<file path="config.mk">
export PLATFORM = sky130hd
export DESIGN_NAME = serial_frame_deserializer
export DESIGN_NICKNAME = d
export VERILOG_FILES = /design/src/rtl/serial_frame_deserializer.sv
export SDC_FILE = /design/constraint.sdc
export NUM_CORES = 1
export LEC_CHECK = 0
export ABC_AREA = 1
export CAP_MARGIN = 15
export CORE_ASPECT_RATIO = 0.9
export CORE_UTILIZATION = 40
export DETAILED_ROUTE_END_ITERATION = 7
export PLACE_DENSITY = 0.64
export SLEW_MARGIN = 20
export SYNTH_ARGS = -nofsm -noshare
export SYNTH_HDL_FRONTEND = slang
export SYNTH_SLANG_ARGS = --single-unit
</file>
<file path="constraint.sdc">
create_clock -name clk -period 1.9 [get_ports clk]
set_clock_uncertainty 0.1 [all_clocks]
set_input_delay 0.19 -clock clk [delete_from_list [all_inputs] [get_ports clk]]
set_output_delay 0.19 -clock clk [all_outputs]
set_load 0.01 [all_outputs]
</file>
<file path="src/rtl/serial_frame_deserializer.sv">
// Serial receive path: slides a window hunting for the sync word, deserializes an
// MSB-first data word, checks even parity and holds the word in a one-entry valid/ready buffer.
module serial_frame_deserializer #(
    parameter int                 DATA_W       = 8,
    parameter int                 SYNC_W       = 4,
    parameter logic [SYNC_W-1:0]  SYNC_PATTERN = 4'b1011
) (
    input  logic              clk,
    input  logic              rst,
    input  logic              bit_valid,
    input  logic              serial_in,
    output logic [DATA_W-1:0] data_out,
    output logic              data_valid,
    input  logic              data_ready,
    output logic              parity_err,
    output logic              overrun,
    output logic              busy
);

    // state  | meaning
    // HUNT   | sliding the sync window, waiting for SYNC_PATTERN
    // DATA   | shifting in DATA_W data bits
    // PARITY | next valid bit is parity; check, then load/drop and return to HUNT
    typedef enum logic [1:0] {
        HUNT   = 2'd0,
        DATA   = 2'd1,
        PARITY = 2'd2
    } state_t;

    localparam int HCW = $clog2(SYNC_W + 1);
    localparam int BCW = $clog2(DATA_W);
    localparam logic [HCW-1:0] HUNT_FULL = HCW'(SYNC_W);
    localparam logic [HCW-1:0] HUNT_ARM  = HCW'(SYNC_W - 1);
    localparam logic [BCW-1:0] BIT_LAST  = BCW'(DATA_W - 1);

    state_t            state, state_nxt;
    logic [SYNC_W-1:0] sync_sr, sync_nxt, sync_shift;
    logic [DATA_W-1:0] data_sr, data_sr_nxt, data_out_nxt;
    logic [HCW-1:0]    hunt_cnt, hunt_nxt;
    logic [BCW-1:0]    bit_cnt, bit_nxt;
    logic              data_valid_nxt, parity_err_nxt, overrun_nxt;
    logic              xfer, parity_ok, load;

    assign sync_shift = {sync_sr[SYNC_W-2:0], serial_in};
    assign xfer       = data_valid && data_ready;
    assign parity_ok  = ~(^{data_sr, serial_in});
    assign busy       = (state != HUNT);

    always_ff @(posedge clk or posedge rst) begin
        if (rst) begin
            state      <= HUNT;
            sync_sr    <= '0;
            data_sr    <= '0;
            hunt_cnt   <= '0;
            bit_cnt    <= '0;
            data_out   <= '0;
            data_valid <= 1'b0;
            parity_err <= 1'b0;
            overrun    <= 1'b0;
        end else begin
            state      <= state_nxt;
            sync_sr    <= sync_nxt;
            data_sr    <= data_sr_nxt;
            hunt_cnt   <= hunt_nxt;
            bit_cnt    <= bit_nxt;
            data_out   <= data_out_nxt;
            data_valid <= data_valid_nxt;
            parity_err <= parity_err_nxt;
            overrun    <= overrun_nxt;
        end
    end

    always_comb begin
        state_nxt      = state;
        sync_nxt       = sync_sr;
        data_sr_nxt    = data_sr;
        hunt_nxt       = hunt_cnt;
        bit_nxt        = bit_cnt;
        data_out_nxt   = data_out;
        parity_err_nxt = 1'b0;
        overrun_nxt    = 1'b0;
        load           = 1'b0;

        if (bit_valid) begin
            case (state)
                HUNT: begin
                    sync_nxt = sync_shift;
                    if (hunt_cnt != HUNT_FULL) begin
                        hunt_nxt = hunt_cnt + HCW'(1);
                    end
                    // The armed check keeps the cleared window from matching an all-zero pattern.
                    if ((sync_shift == SYNC_PATTERN) && (hunt_cnt >= HUNT_ARM)) begin
                        state_nxt = DATA;
                        bit_nxt   = '0;
                    end
                end
                DATA: begin
                    data_sr_nxt = {data_sr[DATA_W-2:0], serial_in};
                    bit_nxt     = bit_cnt + BCW'(1);
                    if (bit_cnt == BIT_LAST) begin
                        state_nxt = PARITY;
                        bit_nxt   = '0;
                    end
                end
                PARITY: begin
                    state_nxt = HUNT;
                    sync_nxt  = '0;
                    hunt_nxt  = '0;
                    if (!parity_ok) begin
                        parity_err_nxt = 1'b1;
                    end else if (!data_valid || xfer) begin
                        load         = 1'b1;
                        data_out_nxt = data_sr;
                    end else begin
                        overrun_nxt = 1'b1;
                    end
                end
                default: begin
                    state_nxt = HUNT;
                end
            endcase
        end

        if (load) begin
            data_valid_nxt = 1'b1;
        end else if (xfer) begin
            data_valid_nxt = 1'b0;
        end else begin
            data_valid_nxt = data_valid;
        end
    end

endmodule

</file>
==> run summary, run 1 <==
Critical Path AT -> 1.47 ns
R2R Setup Slk -> 0.23 ns
# fillers -> 329
CTS tree -> built
f_max -> 568 MHz
DR vias -> 1212
sequential share of the synthesized area -> 50.1%
routability-driven placement congestion ratio -> 0.796
post-CTS setup buffers -> 0
share of layout cells above drive strength 1 -> 11.3%
Initial Util -> 43.1%
reg2reg end -> hunt_cnt[2]
YS warnings -> 0
CTS root buffer -> clkbuf_8
DRT antenna net count -> 0
Hold-fix buffers, CTS -> 0
WL/cell -> 11.0 µm
flops & latches, synth -> 30
Rows -> 20
area of the core -> 3480 µm²
clock period minus worst slack -> 1.76 ns
first-pass GRT wire length -> 4940 µm
grt ovf -> 0
total track usage -> 17.4%
final hold violation count -> 0
# DRC -> 0
type of element capturing the critical path -> output port
H-tree Lvls -> 2
CTS Buffer Depth -> 2
Worst Setup Path Type -> register to output port
Die Y -> 60.1 µm
clock slew at reported path FFs -> 0.07 ns
Worst-Margin Slew -> 0.649 ns
fin crit share -> 92.6%
share of Yosys cell area claimed by the top area cell type -> 50.1%
initial DRC count -> 69
final net count -> 213
area added between synthesis and finish -> 21.4%
vias per cell -> 4.89
Synth area leader -> dfrtp_1
worst path required time -> 1.61 ns
ranking of synthesized cells by area -> dfrtp_1 (50%), nand2_1 (14%), inv_1 (6.0%)
PortBufs -> 16
total CTS buffers -> 5
RSZ-0062 raised after global routing -> no
max-cap violations -> 0
Die Width -> 66.5 µm
largest net degree at the start of global routing -> 31
die area -> 4000 µm²
reg2reg start -> hunt_cnt[0]
slew margin rel. -> 56.5%
static leakage -> 0.936 nW
post-cts repair resize count -> 0
Synth Area per Inst -> 8.37 µm²
Ant. Diodes -> 0
Slew Viols, Final -> 0
Post-DP HPWL -> 2060 µm
WHS -> 0.177 ns
status -> completed
Power Density -> 1730 nW/µm²
vias in the first global route -> 1172
Startpoint Class -> register
IR Drop Worst-Case VDD -> 0.000822 V
CTS sink count -> 30
final-report setup violation count -> 0
initial antenna violation count -> 0
Post-Route WL -> 2740 µm
I/O pin count -> 17
Worst Hold Class -> primary input to asynchronous set/reset pin
clock latency on the worst-skew pair -> 0.29 ns
Synth Net Count -> 189
Fin Setup TNS -> 0 ns
Post-Syn Area -> 1500 µm²
first-pass iteration count of the detailed router -> 4
Worst Path Max Fanout -> 6
final core occ -> 52.3%
Syn Inst Count -> 179
Yosys cell types -> 24
r2r worst-path depth -> 5
[cell usage in the layout, fill, tap and decap left out]
cell,instances
a21oi_1,3
a311oi_1,1
buf_4,2
clkbuf_8,6
clkdlybuf4s50_1,16
clkinv_2,1
clkinvlp_4,1
dfrtp_1,30
ha_1,5
inv_1,24
inv_2,2
nand2_1,54
nand2_2,2
nand2_4,1
nand3_1,9
nand3_2,3
nand3_4,1
nand3b_1,1
nand4_1,8
nor2_1,9
nor2_2,2
nor2_4,1
nor3_1,2
o21ai_0,14
o21ai_1,2
o22ai_1,2
or2_0,1
xnor2_2,1
[sequential cells by signal, indices dropped and copies added (netlist names)]
signal and count:
hunt_cnt 3, data_valid 1, sync_sr 3, state 2, data_out 8, parity_err 1
bit_cnt 3, data_sr 8, overrun 1
[worst max path at each step]
stage / startpoint / to / cells past startpoint
global route: state[1] / busy / 3
finish: state[1] / busy / 3
global placement: serial_in / data_out[7] / 10
floorplan: hunt_cnt[0] / hunt_cnt[0] / 5
CTS: state[1] / busy / 3
detailed placement: serial_in / data_out[0] / 10
[cell families (layout without fill, tap and decap cells)]
kind of cell,Yosys count,count (layout),synth area share [%]
and+or+nand+nor,94,94,30.0
DFF,30,30,50.1
buffers and inverters,27,52,6.84
AOI/OAI and AO/OA,22,22,7.76
adders and majority gates,5,5,4.17
xor gates and xnor gates,1,1,1.09
[through the flow]
stage | total power, W | std cells | setup WS (ns) | instance area, µm²
2_1_floorplan | 0.00219 | 179 | 0.487 | 1500
3_3_place_gp | 0.00257 | 240 | 0.169 | 1720
3_5_place_dp | 0.00264 | 240 | 0.128 | 1720
4_1_cts | 0.00318 | 248 | 0.117 | 1820
5_1_grt | 0.00347 | 248 | 0.0457 | 1820
6_report | 0.00314 | 248 | 0.141 | 1820
[per-layer routing]
metal	up-vias	part of all wire, %	GRT usage, %
met1	558	47	19.2
met5	-	0	0
li1	626	-	-
met4	0	3.2	11.9
met2	20	46	29.0
met3	8	3.6	5.15
[synthesized netlist by cell type]
cell      number
o21ai_0       14
nor3_1         2
o21ai_1        2
inv_2          2
nand3_4        1
nand2_4        1
nand3b_1       1
o22ai_1        2
xnor2_2        1
nand2_1       54
buf_2          1
inv_1         24
ha_1           5
a21oi_1        3
or2_0          1
a311oi_1       1
nand3_1        9
dfrtp_1       30
nor2_2         2
nand4_1        8
nor2_1         9
nor2_4         1
nand3_2        3
nand2_2        2
[final cells by class]
cell class | count | area [µm²] | share of cell area (%)
Clock buffer | 6 | 82.6 | 4.54
Clock inverter | 2 | 12.5 | 0.688
Inverter | 26 | 97.6 | 5.36
Multi-Input combinational cell | 122 | 646 | 35.5
Sequential cell | 30 | 751 | 41.3
Tap cell | 44 | 55.1 | 3.03
Timing Repair Buffer | 18 | 175 | 9.63
[power breakdown]
part / internal [W] / leakage, nW / total [W] / switching (W)
logic: 0.000581 / 0.502 / 0.00146 / 0.000875
registers: 0.000912 / 0.386 / 0.00115 / 0.000240
clock network: 0.000290 / 0.0472 / 0.000537 / 0.000247
total: 0.00178 / 0.936 / 0.00314 / 0.00136
[worst max-delay path, stage by stage (launching register included)]
cell and delay [ns]:
dfrtp_1 0.45, nor2_1 0.21, inv_1 0.06, clkdlybuf4s50_1 0.47
Note: power is estimated with default switching activity, not from simulation.
==> run 2: changes to the inputs <==
==> constraint.sdc (replaced) <==
create_clock -name clk -period 1.9 [get_ports clk]
set_clock_uncertainty 0.1 [all_clocks]
set_input_delay 0.38 -clock clk [delete_from_list [all_inputs] [get_ports clk]]
set_output_delay 0.38 -clock clk [all_outputs]
set_load 0.01 [all_outputs]
==> run 2 against run 1 <==
Non-clock buffer count increased by 7; clock power shrank 4%; total power increased by 2.5%; via count grew 3.2%; maximum frequency shrank 3.0%; critical path depth did not move; highest routed layer unchanged.
==> run summary, run 2 (synthesized netlist as in run 1, its figures left out) <==
Place WS -> -0.0623 ns (-0.191 ns)
clock slew at reported path FFs -> 0.06 ns (about the same)
area added between synthesis and finish -> 25.2%
max-cap violations -> 0 (unchanged)
vias per cell -> 4.91 (+0.38%)
f_max -> 551 MHz (-3.0%)
total CTS buffers -> 5 (unchanged)
initial DRC count -> 54 (-22%)
I/O pin count -> 17 (unchanged)
clock latency on the worst-skew pair -> 0.28 ns (about the same)
reg2reg end -> data_out[5]
commonest non-fill, non-tap cell in the layout -> nand2_1
CP Cell Sequence -> nor2_4 > inv_1 > clkdlybuf4s50_1
Net Sw Frac -> 42.7% (-0.63 points)
CP peak stage delay -> 0.46 ns (about the same)
total track usage -> 17.3% (-0.043 points)
Initial Util -> 43.1% (unchanged)
Switching Power -> 0.00137 W (+0.99%)
grt ovf -> 0 (unchanged)
type of element capturing the critical path -> output port
Worst Path Max Fanout -> 4 (-2)
clock period minus worst slack -> 1.81 ns (+0.0540 ns)
Hold-fix buffers, CTS -> 0 (unchanged)
die area -> 4000 µm² (unchanged)
Rows -> 20 (unchanged)
H-tree Lvls -> 2 (unchanged)
DR vias -> 1251 (+3.2%)
R2R Setup Slk -> 0.32 ns (+0.09 ns)
Post-Route WL -> 2850 µm (+4.1%)
slowest CP cell -> clkdlybuf4s50_1
first-pass GRT wire length -> 5000 µm (+1.3%)
IR Drop Worst-Case VDD -> 0.000731 V (-11%)
fin cells -> 255 (+2.8%)
Ant. Diodes -> 0 (unchanged)
Worst Hold Class -> primary input to asynchronous set/reset pin
met3 wire len -> 109 µm (+11%)
status -> completed
r2r worst-path depth -> 10 (+5)
initial antenna violation count -> 0 (unchanged)
# fillers -> 335 (+1.8%)
top layer in use -> met4
PortBufs -> 16 (unchanged)
delay-heaviest family, CP -> buffers and inverters
largest net degree at the start of global routing -> 31 (unchanged)
area of the core -> 3480 µm² (unchanged)
Regs by FF count -> data_out: 8 flops, data_sr: 8 flops
CTS Buffer Depth -> 2 (unchanged)
vias in the first global route -> 1232 (+5.1%)
sequential share of power -> 35.6% (-1.0 points)
Metal-1 WL -> 1300 µm (+0.62%)
clock network power share -> 16.1% (-1.0 points)
routability-driven placement congestion ratio -> 0.800 (+0.44%)
RSZ-0062 raised after global routing -> no
share of layout cells above drive strength 1 -> 14.7% (+3.4 points)
CTS tree -> built
Post-DP HPWL -> 2190 µm (+6.5%)
internal power consumption -> 0.00185 W (+3.6%)
Placed Instances -> 246 (+2.5%)
final-report setup violation count -> 0 (unchanged)
# DRC -> 0 (unchanged)
total power -> 0.00322 W (+2.5%)
final hold violation count -> 0 (unchanged)
most frequent cells in the layout -> nand2_1 (54), dfrtp_1 (29), inv_1 (24)
Slew Viols, Final -> 0 (unchanged)
Worst-Margin Slew -> 0.451 ns (-0.197 ns)
reg2reg start -> data_sr[6]
fin crit share -> 95.4% (+2.8 points)
slew margin rel. -> 69.8% (+13 points)
Critical Path AT -> 1.33 ns (-0.14 ns)
final worst slack -> 0.0867 ns (-0.0540 ns)
first-pass iteration count of the detailed router -> 4 (unchanged)
DRT antenna net count -> 0 (unchanged)
CTS root buffer -> clkbuf_8
Logic pwr share -> 48.4% (+2.1 points)
Die Y -> 60.1 µm (unchanged)
CTS sink count -> 30 (unchanged)
Worst Path Buf+Inv -> 2 (unchanged)
WL/cell -> 11.2 µm (+1.2%)
worst path required time -> 1.42 ns (-0.19 ns)
Die Width -> 66.5 µm (unchanged)
Power Density -> 1720 nW/µm² (-0.66%)
static leakage -> 0.973 nW (+4.0%)
final net count -> 220 (+3.3%)
Met2 Routed Length -> 1380 µm (+10%)
Worst Setup Path Type -> register to output port
Startpoint Class -> register
## run 2: cell count changes in the layout (fill, tap and decap cells not counted)
cell and delta:
clkinvlp_4 -1, nor2_1 -1, nor2_4 +1, clkbuf_1 +1, dfrtp_2 +1, dfrtp_1 -1, buf_4 +7
## run 2: tightest hold or removal path, stage by stage
cell and delay, ns:
clkdlybuf4s50_1 0.40, inv_1 0.05, buf_4 0.33
## run 2: final cells by class
cell class / instances / area [µm²] / area share [%]
repair buffers: 25 / 228 / 12.1
flip-flops and latches: 30 / 752 / 40.1
multi-input cells: 122 / 653 / 34.8
well taps: 44 / 55.1 / 2.93
inverters: 26 / 97.6 / 5.20
clock inverters: 1 / 5.00 / 0.267
clock buffers: 7 / 86.3 / 4.60
## run 2: metal layers
metal	vias up	track usage, %
li1	639	-
met1	587	18.8
met2	20	30.8
met3	5	5.92
met4	0	7.60
met5	-	0
## run 2: power groups by stage
stage | sequential [W] | clock (W) | combinational, W
after floorplan | 0.00114 | 0 | 0.00104
after global placement | 0.00114 | 0 | 0.00148
after detailed placement | 0.00116 | 0 | 0.00153
after CTS | 0.00115 | 0.000543 | 0.00154
after global routing | 0.00118 | 0.000570 | 0.00177
final | 0.00115 | 0.000518 | 0.00156
## run 2: worst max-delay path by stage
stage	slack, ns	startpoint	to	cells after the start
4_1_cts	0.009	state[0]	busy	3
2_1_floorplan	0.49	hunt_cnt[0]	hunt_cnt[0]	5
3_3_place_gp	-0.004	serial_in	data_out[7]	11
3_5_place_dp	-0.06	serial_in	data_out[5]	11
5_1_grt	0.03	state[0]	busy	3
6_report	0.09	state[0]	busy	3
## run 2: repair_timing
| action | CTS | global route |
|---|---|---|
| endpoints found under the setup margin | 1 | 1 |
| setup buffers | 0 | 1 |
| resized for setup | 2 | 1 |
| pin swaps | 0 | 0 |
## run 2: per-stage QoR
step	area, µm²	setup TNS, ns	hold slack [ns]	utilization (%)
floorplan	1500	0	0.346	-
global placement	1770	-0.00359	0.358	50.9
detailed placement	1770	-0.465	0.363	50.9
CTS	1860	0	0.378	53.6
global route	1880	0	0.405	54.0
finish	1880	0	0.373	54.0
